[src/rtl/ps2_pkg.sv]
// Shared definitions for the PS/2 host-side transmit and receive paths:
// FSM state encoding, frame geometry and well-known command bytes.
package ps2_pkg;

  typedef enum logic [2:0] {
    IDLE,
    INHIBIT,
    RTS,
    WAIT_START,
    TX,
    WAIT_IDLE
  } state_t;

  // start + 8 data + parity + stop; the host never drives the start bit on a fall
  localparam int FRAME_BITS = 11;

  localparam logic [7:0] CMD_SET_LEDS = 8'hED;
  localparam logic [7:0] CMD_ENABLE   = 8'hF4;
  localparam logic [7:0] CMD_RESET    = 8'hFF;
  localparam logic [7:0] BREAK_PREFIX = 8'hF0;

  function automatic int max3(input int a, input int b, input int c);
    int m;
    m = (a > b) ? a : b;
    return (m > c) ? m : c;
  endfunction

endpackage

[src/rtl/ps2_line_sync.sv]
// Two-flop synchroniser for the raw PS/2 clock and data pads plus a falling-edge
// detector on the synchronised clock. Shared by the transmit and receive paths.
module ps2_line_sync (
  input  logic clk,
  input  logic reset,
  input  logic ps2_clk_in,
  input  logic ps2_dat_in,
  output logic sync_clk,
  output logic sync_dat,
  output logic fall
);

  logic clk_meta;
  logic dat_meta;
  logic prev_sync_clk;

  // NOTE: sequential state uses non-blocking assignments so every flop samples
  // the pre-edge value of its neighbour; blocking here would collapse the chain.
  always_ff @(posedge clk or posedge reset) begin
    if (reset) begin
      clk_meta      <= 1'b0;
      sync_clk      <= 1'b0;
      prev_sync_clk <= 1'b0;
      dat_meta      <= 1'b0;
      sync_dat      <= 1'b0;
    end else begin
      clk_meta      <= ps2_clk_in;
      sync_clk      <= clk_meta;
      prev_sync_clk <= sync_clk;
      dat_meta      <= ps2_dat_in;
      sync_dat      <= dat_meta;
    end
  end

  assign fall = prev_sync_clk & ~sync_clk;

endmodule

[src/rtl/ps2_command_sender.sv]
// Host-to-device PS/2 transmitter: inhibit, request-to-send, clock out one command
// byte with odd parity and stop, then check the device ACK and report one status pulse.
module ps2_command_sender
  import ps2_pkg::*;
#(
  parameter int INHIBIT_CYCLES       = 6000,
  parameter int START_TIMEOUT_CYCLES = 750000,
  parameter int BYTE_TIMEOUT_CYCLES  = 100000
) (
  input  logic       clk,
  input  logic       reset,
  input  logic [7:0] the_command,
  input  logic       send_command,
  input  logic       ps2_clk_in,
  input  logic       ps2_dat_in,
  output logic       ps2_clk_oe,
  output logic       ps2_dat_oe,
  output logic       busy,
  output logic       command_was_sent,
  output logic       error_communication_timed_out,
  output logic       error_no_ack
);

  localparam int CNT_W = $clog2(max3(INHIBIT_CYCLES, START_TIMEOUT_CYCLES,
                                     BYTE_TIMEOUT_CYCLES)) + 1;
  localparam logic [CNT_W-1:0] INHIBIT_LAST = CNT_W'(INHIBIT_CYCLES - 1);
  localparam logic [CNT_W-1:0] START_LAST   = CNT_W'(START_TIMEOUT_CYCLES - 1);
  localparam logic [CNT_W-1:0] BYTE_LAST    = CNT_W'(BYTE_TIMEOUT_CYCLES - 1);
  localparam logic [3:0]       LAST_HOST_FALL = 4'(FRAME_BITS - 1);

  state_t                state, state_n;
  logic [CNT_W-1:0]      cnt, cnt_n, cnt_inc;
  logic [3:0]            fall_cnt, fall_cnt_n;
  logic [FRAME_BITS-2:0] shreg, shreg_n;
  logic                  clk_oe_n, dat_oe_n;
  logic                  sent_n, timeout_n, no_ack_n;
  logic                  sync_clk, sync_dat, fall;
  logic                  pulse_any;

  ps2_line_sync u_line_sync (
    .clk        (clk),
    .reset      (reset),
    .ps2_clk_in (ps2_clk_in),
    .ps2_dat_in (ps2_dat_in),
    .sync_clk   (sync_clk),
    .sync_dat   (sync_dat),
    .fall       (fall)
  );

  // One counter serves inhibit, start timeout and byte timeout in turn; it saturates.
  assign cnt_inc   = (&cnt) ? cnt : cnt + 1'b1;
  assign pulse_any = command_was_sent | error_communication_timed_out | error_no_ack;
  assign busy      = (state != IDLE);

  // NOTE: every signal written here gets a default first, so no path through
  // the case leaves a value unassigned and no latch is inferred.
  always_comb begin
    state_n    = state;
    cnt_n      = cnt_inc;
    fall_cnt_n = fall_cnt;
    shreg_n    = shreg;
    sent_n     = 1'b0;
    timeout_n  = 1'b0;
    no_ack_n   = 1'b0;

    case (state)
      IDLE: begin
        cnt_n = '0;
        // The status-pulse cycle still counts as the end of the previous frame.
        if (send_command && !pulse_any) begin
          shreg_n = {1'b1, ~^the_command, the_command};
          state_n = INHIBIT;
        end
      end
      INHIBIT: begin
        if (cnt >= INHIBIT_LAST) begin
          state_n = RTS;
          cnt_n   = '0;
        end
      end
      RTS: begin
        state_n = WAIT_START;
        cnt_n   = '0;
      end
      WAIT_START: begin
        if (fall) begin
          state_n    = TX;
          cnt_n      = '0;
          fall_cnt_n = 4'd1;
        end else if (cnt >= START_LAST) begin
          state_n   = IDLE;
          timeout_n = 1'b1;
        end
      end
      TX: begin
        if (fall) begin
          if (fall_cnt == LAST_HOST_FALL) begin
            if (sync_dat) begin
              state_n  = IDLE;
              no_ack_n = 1'b1;
            end else begin
              state_n = WAIT_IDLE;
            end
          end else begin
            fall_cnt_n = fall_cnt + 4'd1;
            shreg_n    = {1'b1, shreg[FRAME_BITS-2:1]};
          end
        end else if (cnt >= BYTE_LAST) begin
          state_n   = IDLE;
          timeout_n = 1'b1;
        end
      end
      WAIT_IDLE: begin
        if (sync_clk && sync_dat) begin
          state_n = IDLE;
          sent_n  = 1'b1;
        end else if (cnt >= BYTE_LAST) begin
          state_n   = IDLE;
          timeout_n = 1'b1;
        end
      end
      default: state_n = IDLE;
    endcase

    // Line drivers are registered from the next state so the pads never glitch.
    clk_oe_n = (state_n == INHIBIT) || (state_n == RTS);
    dat_oe_n = (state_n == RTS) || (state_n == WAIT_START) ||
               ((state_n == TX) && !shreg_n[0]);
  end

  always_ff @(posedge clk or posedge reset) begin
    if (reset) begin
      state                         <= IDLE;
      cnt                           <= '0;
      fall_cnt                      <= '0;
      shreg                         <= '0;
      ps2_clk_oe                    <= 1'b0;
      ps2_dat_oe                    <= 1'b0;
      command_was_sent              <= 1'b0;
      error_communication_timed_out <= 1'b0;
      error_no_ack                  <= 1'b0;
    end else begin
      state                         <= state_n;
      cnt                           <= cnt_n;
      fall_cnt                      <= fall_cnt_n;
      shreg                         <= shreg_n;
      ps2_clk_oe                    <= clk_oe_n;
      ps2_dat_oe                    <= dat_oe_n;
      command_was_sent              <= sent_n;
      error_communication_timed_out <= timeout_n;
      error_no_ack                  <= no_ack_n;
    end
  end

endmodule

[config.mk]
export PLATFORM = sky130hd
export DESIGN_NAME = ps2_command_sender
export DESIGN_NICKNAME = d
export VERILOG_FILES = /design/src/rtl/ps2_pkg.sv /design/src/rtl/ps2_line_sync.sv /design/src/rtl/ps2_command_sender.sv
export SDC_FILE = /design/constraint.sdc
export NUM_CORES = 1
export LEC_CHECK = 0
export ABC_CLOCK_PERIOD_IN_PS = 3220
export CAP_MARGIN = 10
export CORE_MARGIN = 8
export CORE_UTILIZATION = 50
export DETAILED_ROUTE_END_ITERATION = 10
export PLACE_DENSITY = 0.67
export SYNTH_ARGS = -nofsm -noshare
export SYNTH_HDL_FRONTEND = slang
export SYNTH_SLANG_ARGS = --single-unit
[constraint.sdc]
create_clock -name clk -period 3.22 [get_ports clk]
set_input_delay 0.483 -clock clk [delete_from_list [all_inputs] [get_ports clk]]
set_output_delay 0.483 -clock clk [all_outputs]
set_load 0.03 [all_outputs]
==> metrics.cfg <==
[outcome]
status=finished, final reports clean

[sta]
rsz0062_at_grt=false
fin_crit_sh_pct=77.2
slew_violations=0
fin_skew_ns=0.00788
hold_viol_final=0
timing.final.ws_setup_ns=0.733
final.setup.tns_ns=0
relSlewSlack_pct=34.8
setup_violations=0
clock.fmax_mhz=402
min_period_ns=2.49
tightest_slew_ns=0.976
fin_hold_ws_ns=0.346

[global_route]
use_met2_pct=22.5
busiest_layer=met2
grt_max_degree=49
overflow=0
grt_util_met3_pct=3.75
track_usage_pct=15.5
grt_pass1_vias=1988
grt_pass1_wl_mm=9.49
antenna_found_initial=0
use_met1_pct=22.0

[place]
place.gp.congestion=0.920
pre_cts_slack_ns=0.768
io_buffers=18
dpl.hpwl_mm=3.86

[power_and_ir_drop]
irDropWorstVdd_mv=0.240
p_per_area_nw_per_um2=354
power.leakage_nw=1.24

[synthesis]
synth_area_um2=2600
synth-main-ff-cell=dfrtp_1
synth_area_leader_cell=dfrtp_1
async_reset_ff_share_pct=100
yosys-top-cells-area=dfrtp_1 (46%), nand2_1 (5.6%), xnor2_1 (5.0%)
synth_edf_count=0
postSynthCellCount=280
ys_seq_elements=48
ys_warn_count=0
postSynthAreaPerCell_um2=9.29
synth_cell_types=52
yosysTopAreaCellShare_pct=46.2
synth_fp_nets=296
ys_seq_area_share_pct=46.2

[cts]
cts-resized-gates=0
tritoncts=yes
htreeDepth=2
cts_buffer_depth=2
clock_latency_ns=0.30
hold_buffers=0
root_buffer=clkbuf_8
numCtsBuffers=5
post_cts_buffers=0
clkSinkCount=48
clk_pin_slew_ns=0.09

[setup_path]
reg2reg_to=cnt[4]$_DFF_PP0_
rrSetupSlack_ns=0.73
cp.arrival_ns=2.70
required_ns=3.43
cp_max_fo=11
cp-start-kind=flop
worstReg2RegStart=cnt[20]$_DFF_PP0_
startpoint=cnt[20]$_DFF_PP0_
end_kind=flop
path_class=reg -> reg
r2r_cells=6

[floorplan]
rows=26
die_y_um=88.1
die_area_um2=7770
pin_count=19
start_util_pct=51.3
die_w_um=88.1
fp.coreArea_um2=5070

[worst_hold_path]
worstHoldEndpoint=u_line_sync.sync_dat$_DFF_PP0_
whs_path_depth=0
hold_path.class=reg -> reg
worstHoldStart=u_line_sync.dat_meta$_DFF_PP0_

[flow_run]
maxCapViolCount=0

[detailed_routing]
routed_via_density=5.64
vias=2048
post-route-drc-count=0
firstDrtPassIters=4
ant_nets=0
wire_per_inst_um=14.9
routed_wl_mm=5.42
initialDrtViolationCount=140

[finish]
multi_input_area_um2=1300
diodes=0
finalNetCount=309
drive_gt1_share_pct=6.48
nFillCells=477
area_delta_synth_final_pct=10.9
regArea_um2=1200

-- final cells by class --
type                            count  share of cell area, %
Multi-Input combinational cell    213                   45.1
Inverter                            5                  0.650
Clock inverter                      2                  0.433
Tap cell                           70                   3.03
Sequential cell                    48                   41.6
Clock buffer                        5                   2.38
Timing Repair Buffer               20                   6.76
-- routing by layer --
| metal | wire, um | up-vias |
|---|---|---|
| met4 | 84 | 0 |
| li1 | - | 1027 |
| met3 | 255 | 8 |
| met2 | 2310 | 47 |
| met5 | 0 | - |
| met1 | 2760 | 966 |
-- Yosys cell counts, types with 6 or more instances --
cell type / instances
nand2_1: 39
nor4_1: 7
xnor2_1: 15
a21oi_1: 10
o21ai_0: 7
clkbuf_1: 6
nand3_1: 13
dfrtp_1: 48
xor2_1: 7
nor2_1: 30
a22oi_1: 8
nor3_1: 9
-- worst max-delay path, stage by stage, from the launching register on --
cell	delay (ns)
dfrtp_1	0.47
nor4_1	0.53
nand3_1	0.17
nor4_2	0.43
a21oi_1	0.35
buf_4	0.29
a211oi_1	0.17
-- layout by cell type (no fill, tap or decap), drive strengths merged, types with 5 or more instances in the layout --
master         instances
a21oi                 10
dfrtp                 48
nor2                  30
nor4                   8
nand2                 39
xnor2                 15
a22oi                  8
and3                   7
nand3                 13
nand4                  5
nor3                   9
o21ai                  7
clkbuf                 5
xor2                   7
clkdlybuf4s50         18
or3                    6
-- where the power goes --
part,internal (W),switching [W]
logic,0.0000277,0.0000275
registers,0.000613,0.00000611
clock network,0.000147,0.000201
-- state kept, by name, summed over array words and instances, names as in the netlist --
| name | flops |
|---|---|
| shreg | 10 |
| fall_cnt | 4 |
| u_line_sync.dat_meta | 1 |
| command_was_sent | 1 |
| u_line_sync.sync_clk | 1 |
| error_no_ack | 1 |
| ps2_dat_oe | 1 |
| u_line_sync.sync_dat | 1 |
| cnt | 21 |
| error_communication_timed_out | 1 |
| u_line_sync.prev_sync_clk | 1 |
| ps2_clk_oe | 1 |
| state | 3 |
| u_line_sync.clk_meta | 1 |
-- worst max path at each step --
stage | endpoint | slack [ns] | cells past startpoint
floorplan | ps2_dat_oe$_DFF_PP0_ | 1.15 | 7
global placement | cnt[4]$_DFF_PP0_ | 0.83 | 7
detailed placement | cnt[4]$_DFF_PP0_ | 0.77 | 7
finish | cnt[4]$_DFF_PP0_ | 0.73 | 6
CTS | cnt[4]$_DFF_PP0_ | 0.78 | 7
global route | cnt[4]$_DFF_PP0_ | 0.50 | 6
-- metrics by stage --
step	cell area, um2	util [%]	instances	power, W
2_1_floorplan	2600	-	280	0.000663
3_3_place_gp	2810	55.3	356	0.000688
3_5_place_dp	2810	55.3	356	0.000688
4_1_cts	2890	56.9	363	0.00103
5_1_grt	2890	56.9	363	0.00107
6_report	2890	56.9	363	0.00102
-- cell families after synthesis --
logic type	count (synthesis)	synth area share, %
AND/OR/NAND/NOR	138	27.5
flip-flops	48	46.2
AO/OA/AOI/OAI	46	12.1
XOR/XNOR	22	7.40
buffers and inverters	19	3.80
multiplexers	4	1.54
adder cells (fa/ha/maj)	3	1.44
(Power assumes the default switching activity.)
